## config.mk

```make
export PLATFORM = sky130hd
export DESIGN_NAME = pipe_hazard_ctrl
export DESIGN_NICKNAME = d
export VERILOG_FILES = /design/src/rtl/pipe_hazard_ctrl.sv
export SDC_FILE = /design/constraint.sdc
export NUM_CORES = 1
export LEC_CHECK = 0
export ABC_AREA = 1
export ABC_CLOCK_PERIOD_IN_PS = 1200
export BUFFER_PORTS_ARGS = -buffer_cell sky130_fd_sc_hd__buf_2
export CORE_UTILIZATION = 40
export CTS_BUF_LIST = sky130_fd_sc_hd__clkbuf_8
export DETAILED_ROUTE_END_ITERATION = 16
export PLACE_DENSITY = 0.7
export SYNTH_ARGS = -nofsm -noshare
export SYNTH_HDL_FRONTEND = slang
export SYNTH_SLANG_ARGS = --single-unit
```

## constraint.sdc

```tcl
create_clock -name clk -period 1.2 [get_ports clk]
set_input_delay 0.24 -clock clk [delete_from_list [all_inputs] [get_ports clk]]
set_output_delay 0.24 -clock clk [all_outputs]
set_load 0.01 [all_outputs]
```

## src/rtl/pipe_hazard_ctrl.sv

```systemverilog
// pipe_hazard_ctrl: tracks the post-ID pipeline entries (EXE .. WB) and
// decides per cycle whether the ID instruction must stall (freeze) or be
// squashed by a taken branch (flush).
// Optional macro PIPE_FWD_EN: adds operand forwarding, so only load-use
// stalls remain, and exposes fwd_sel1/fwd_sel2 for the EXE instruction.
module pipe_hazard_ctrl #(
    parameter int STAGES     = 3,
    parameter int REG_ADDR_W = 4
) (
    input  logic                      clk,
    input  logic                      rst,
    input  logic                      id_valid,
    input  logic [REG_ADDR_W-1:0]     id_src1,
    input  logic [REG_ADDR_W-1:0]     id_src2,
    input  logic                      id_two_src,
    input  logic                      id_wb_en,
    input  logic                      id_mem_r_en,
    input  logic [REG_ADDR_W-1:0]     id_dest,
    input  logic                      branch_taken,
    output logic                      freeze,
    output logic                      flush,
`ifdef PIPE_FWD_EN
    output logic [$clog2(STAGES)-1:0] fwd_sel1,
    output logic [$clog2(STAGES)-1:0] fwd_sel2,
`endif
    output logic [STAGES-1:0]         stage_valid
);

    localparam int SEL_W = $clog2(STAGES);

    // Entry k: index 0 = EXE, STAGES-1 = WB.
    logic [STAGES-1:0]     valid_q;
    logic [STAGES-1:0]     wb_q;
    logic [STAGES-1:0]     mr_q;
    logic [REG_ADDR_W-1:0] dest_q [STAGES];

    logic [STAGES-2:0]     match1;
    logic [STAGES-2:0]     match2;
    logic                  hazard;
    logic                  load;

    // Compare ID sources against every producer that has not yet written the
    // register file; WB is skipped because the register file is write-through.
    always_comb begin
        match1 = '0;
        match2 = '0;
        for (int j = 0; j < STAGES - 1; j++) begin
            match1[j] = valid_q[j] && wb_q[j] && (dest_q[j] == id_src1);
            match2[j] = valid_q[j] && wb_q[j] && (dest_q[j] == id_src2) && id_two_src;
        end
    end

`ifdef PIPE_FWD_EN
    logic [SEL_W-1:0] sel1_d;
    logic [SEL_W-1:0] sel2_d;
    logic [SEL_W-1:0] sel1_q;
    logic [SEL_W-1:0] sel2_q;

    // A load still in EXE has no result to bypass yet: that is the only stall.
    assign hazard = id_valid && mr_q[0] && (match1[0] || match2[0]);

    // Scan oldest to youngest so the youngest producer overwrites older ones.
    always_comb begin
        sel1_d = '0;
        sel2_d = '0;
        for (int j = STAGES - 2; j >= 0; j--) begin
            if (match1[j]) sel1_d = SEL_W'(j + 1);
            if (match2[j]) sel2_d = SEL_W'(j + 1);
        end
    end

    // Forward selects travel with the instruction into EXE; bubbles carry 0.
    always_ff @(posedge clk) begin
        if (!rst) begin
            sel1_q <= '0;
            sel2_q <= '0;
        end else begin
            sel1_q <= load ? sel1_d : '0;
            sel2_q <= load ? sel2_d : '0;
        end
    end

    assign fwd_sel1 = sel1_q;
    assign fwd_sel2 = sel2_q;
`else
    // Without bypassing, any in-flight producer of an active source stalls ID.
    assign hazard = id_valid && ((|match1) || (|match2));
`endif

    // A taken branch squashes ID, so it overrides any stall request.
    assign flush  = branch_taken;
    assign freeze = hazard && !branch_taken;
    assign load   = id_valid && !freeze && !flush;

    // Advance the tracking pipe; EXE gets the ID instruction or a bubble.
    always_ff @(posedge clk) begin
        if (!rst) begin
            valid_q <= '0;
            wb_q    <= '0;
            mr_q    <= '0;
            for (int k = 0; k < STAGES; k++) dest_q[k] <= '0;
        end else begin
            for (int k = 1; k < STAGES; k++) begin
                valid_q[k] <= valid_q[k-1];
                wb_q[k]    <= wb_q[k-1];
                mr_q[k]    <= mr_q[k-1];
                dest_q[k]  <= dest_q[k-1];
            end
            valid_q[0] <= load;
            wb_q[0]    <= load && id_wb_en;
            mr_q[0]    <= load && id_mem_r_en;
            dest_q[0]  <= load ? id_dest : '0;
        end
    end

    assign stage_valid = valid_q;

    // Fields kept for a uniform entry layout but never consulted downstream.
    logic unused_fields;
    assign unused_fields = ^{mr_q, wb_q[STAGES-1], dest_q[STAGES-1]};

endmodule

```

# --- Yosys cells after proc, flatten, opt, wreduce, memory -nomap -nowiden ---
# Memories as Yosys holds them, arrays and structs flattened.
# Index checks and enable logic that the tools add are counted.
op_classes:
  eq_ne: 4
  mux: 6
  bitwise_logic: 3
  reduce_logical: 18
ops:
  columns: ["operator", "count"]
  rows:
  - ["== test 4 bit", 4]
  - ["2-to-1 mux 4 bit", 4]
  - ["logical AND 1 bit", 13]
  - ["OR reduction 2 bit", 2]
  - ["OR 1 bit", 3]
  - ["zero test 1 bit", 2]
  - ["2-to-1 mux 1 bit", 2]
  - ["logical OR 1 bit", 1]
totals:
  regBits: 5
  mem_bits_rw: 12
  input_bits: 19
  output_inout_bits: 5
  elab_cells: 34
  n_memories: 1
memory_table:
  columns: ["name", "words", "word_bits", "read_ports", "rd_ports_with_merged_regs", "write_ports", "line_no", "text"]
  rows:
  - ["dest_q", 3, 4, 2, 0, 3, "35", "logic [REG_ADDR_W-1:0] dest_q [STAGES];"]

# --- Logic depth before layout (Yosys ltp) ---
logic_depth:
  word_depth: 12
  ltp_mapped: 9
  depth_no_buf: 9

# --- Least setup slack after synthesis ---
# OpenSTA, ideal clock, no wires.
synth_path:
  kind: "register to output"
  startpoint: "register valid_q[1] (netlist: stage_valid[1])"
  endpoint: "output freeze"
  t_arrival_ns: 1.030
  required_time_ns: 0.960
  setup_slack_ns: -0.070
  stages_incl_launch_ff: 9
  path_buffers: 0
  path_cell_list: "dfxtp_1 -> nand2_1 -> inv_2 -> nand2_1 -> nor2_1 -> nand3_1 -> nand2_1 -> nand2_2 -> a21oi_1"
synth_via:
  elab_chain_cells: 7
  elab_cells_between_ends: 9
  classes_between: "reduce/logical: 9"
synth_rtl:
  columns: ["element", "line_no", "text"]
  rows:
  - ["from (decl)", "32", "logic [STAGES-1:0] valid_q;"]
  - ["from (signal, indexed assignment)", "104", "valid_q[k] <= valid_q[k-1];"]
  - ["logical AND 1 bit *", "48, 49", null]
  - ["logical AND 1 bit (2 in a row)", "49", "match2[j] = valid_q[j] && wb_q[j] && (dest_q[j] == id_src2) && id_two_src;"]
  - ["OR reduction 2 bit", "87", "assign hazard = id_valid && ((|match1) || (|match2));"]
  - ["logical OR 1 bit *", "87", null]
  - ["logical AND 1 bit *", "87", null]
  - ["logical AND 1 bit *", "92", "assign freeze = hazard && !branch_taken;"]
  - ["to (decl)", "20", "output logic freeze,"]
# Every way passes the cells marked *; elsewhere a longest branch is shown, timed or not.

==> run metrics <==
Peak VDD IR 0.695 mV; Place WS -0.169 ns; Chip Width 44.0 um; CP Class reg -> out; routed length per instance 8.55 um; Worst Tran Pin Value 0.150 ns; DR pass1 iterations 6; Synth top area share 36.9%; initial antenna violation count 0; clk_lat worst skew 0.25 ns; skew final 0.00386 ns; RR Startpoint dest_q[0][5]$_SDFF_PN0_; Worst EP arrival 1.32 ns; H-tree depth 1; grt total ovfl 0; largest net degree at the start of global routing 8; Leakage 0.578 nW; number of global-route vias before repair 624; Hold Slack 0.197 ns; DRT Wirelength 1.40 mm; clock tree buffer depth 2; # DRC 0; synthesized area 704 um2; RSZ-0062 raised after global routing true; Rel. slew slack 89.9%; number of synthesized register bits 13; hold path cells 3; CTS tree done; Worst Reg-to-Reg Cells 11; Hold Crit Class in -> reg; IO Port Bufs 22; synth top area cells dfxtp_1 37%, nand2_1 22%, inv_1 15%; top cell type by total area after synthesis dfxtp_1; Seq/Total Area, Yosys 36.9%; clock sink count 13; standard-cell row count 14; min-delay src id_dest[3]; max-cap violation count 0; gr usage total 18.0%; die area 1930 um2; Die Y 44.0 um; number of flops mapped to enable cells by yosys 0; Setup crit end kind output port; clock root buffer clkbuf_8; Max Clock Freq 0.640 GHz; # IOs 24; Placer Congestion 0.837; # setup viols final 7; Final Power 0.000947 W; routed vias/inst 4.41; antenna-violating nets left 0; status finished with violations; dpl hpwl 1.12 mm; most common cell in the netlist nand2_1; P&R area growth vs syn 34.1%; core area 1580 um2; CP max FO 3; Final WS setup -0.363 ns; Slew Viols, Final 0; clock slew at reported path FFs 0.05 ns; Reg-to-Reg End dest_q[0][3]$_SDFF_PN0_; Iter 0 DRT Violations 7; endpoints failing hold 0; Critical Path RT 0.96 ns; layout net count 168; n_diodes 0; crit share post-route 130%; Synth top cells by count 42 x nand2_1, 28 x inv_1, 17 x nor2_1; first-pass GRT wire length 2.44 mm; Syn Area/Cell 5.97 um2; Most used DFF post-synth dfxtp_1; synthesized instance count 118; reg2reg setup slack -0.15 ns; Synth Net Count 137; Tmin final 1.56 ns; PD cells 1000 nW/um2; total CTS buffers 3; Worst Hold Path EP dest_q[0][3]$_SDFF_PN0_; asr flop ratio synth 0%; Cell variety after synth 14; share of cells above drive strength 1 35.8%; Initial Utilization 44.7%; violations in the final reports negative setup slack; Synth warnings 0; startpoint types register; vias 724
critical path, stage by stage (launching register included):
cell and delay [ns]:
dfxtp_2 0.35, inv_2 0.03, nand2_1 0.06, nand2_1 0.05, nor2_1 0.11, nand3_1 0.09, nand2_1 0.09, nand2_2 0.06
a21oi_2 0.10, buf_2 0.13
through the flow:
stage	cells	area, um2	utilization [%]	setup TNS (ns)
final	164	945	59.9	-1.19
after detailed placement	159	866	54.9	-0.497
after global placement	159	866	54.9	-0.210
after global routing	164	945	59.9	-1.80
after CTS	163	913	57.9	-0.712
after floorplan	118	711	-	0
per-layer routing:
layer  global-route usage (%)  up-vias  part of all wire (%)
li1                         -      388                     -
met1                     22.4      309                    43
met2                     26.6       22                    49
met3                     3.75        5                   4.9
met5                        0        -                     0
met4                     14.5        0                   3.3
worst max-delay path by stage:
stage          depth (start not counted)                       from  slack (ns)     end
6_report                               9    dest_q[0][5]$_SDFF_PN0_       -0.36  freeze
2_1_floorplan                          8  stage_valid[1]$_SDFF_PN0_       0.008  freeze
3_5_place_dp                           9    dest_q[0][5]$_SDFF_PN0_       -0.17  freeze
4_1_cts                                9    dest_q[0][5]$_SDFF_PN0_       -0.40  freeze
3_3_place_gp                           9    dest_q[0][5]$_SDFF_PN0_       -0.12  freeze
5_1_grt                                9    dest_q[0][4]$_SDFF_PN0_       -0.47  freeze
kinds of logic (layout without fill, tap and decap cells):
group                     after synthesis  after routing  share of synthesized area [%]
buffers and inverters                  33             63                           18.3
xor gates and xnor gates                4              4                           4.97
AOI/OAI and AO/OA                       2              2                           1.42
and+or+nand+nor                        66             66                           38.4
DFF                                    13             13                           36.9
cell type report:
class                   instances  area [um2]
multi-input cells              72         339
inverters                      31         116
clock buffers                   3        41.3
flip-flops and latches         13         269
fillers                       156         632
repair buffers                 28         155
clock inverters                 1        3.75
well taps                      16        20.0
registers in the layout (all words and copies together), names as in the netlist:
register,count
dest_q,8
stage_valid,3
wb_q,2
report_power, final:
group	leakage (nW)	switching, W	internal (W)
registers	0.109	0.00000766	0.000444
logic	0.442	0.0000621	0.0000539
clock network	0.0269	0.000154	0.000226
total	0.578	0.000224	0.000723
layout by cell type (no fill, tap or decap), types with 2 or more instances in the layout:
| master | netlist | layout |
|---|---|---|
| nor2_1 | 17 | 11 |
| inv_2 | 3 | 5 |
| clkbuf_8 | 0 | 3 |
| dfxtp_2 | 0 | 7 |
| xnor2_1 | 2 | 2 |
| nand2_1 | 42 | 42 |
| buf_2 | 1 | 22 |
| buf_4 | 1 | 6 |
| nor2_2 | 0 | 6 |
| xor2_1 | 2 | 2 |
| inv_1 | 28 | 27 |
| dfxtp_1 | 13 | 6 |
| nand3_1 | 5 | 4 |
repair_timing:
| item | 4_1_cts | 5_1_grt |
|---|---|---|
| endpoints found under the setup margin | 7 | 7 |
| cloned | 0 | 0 |
| gates resized for setup | 4 | 10 |
| buffers inserted | 1 | 1 |
| pin swaps | 7 | 7 |
| hold buffers | 0 | 0 |
Power figures use the tool's default switching activity.
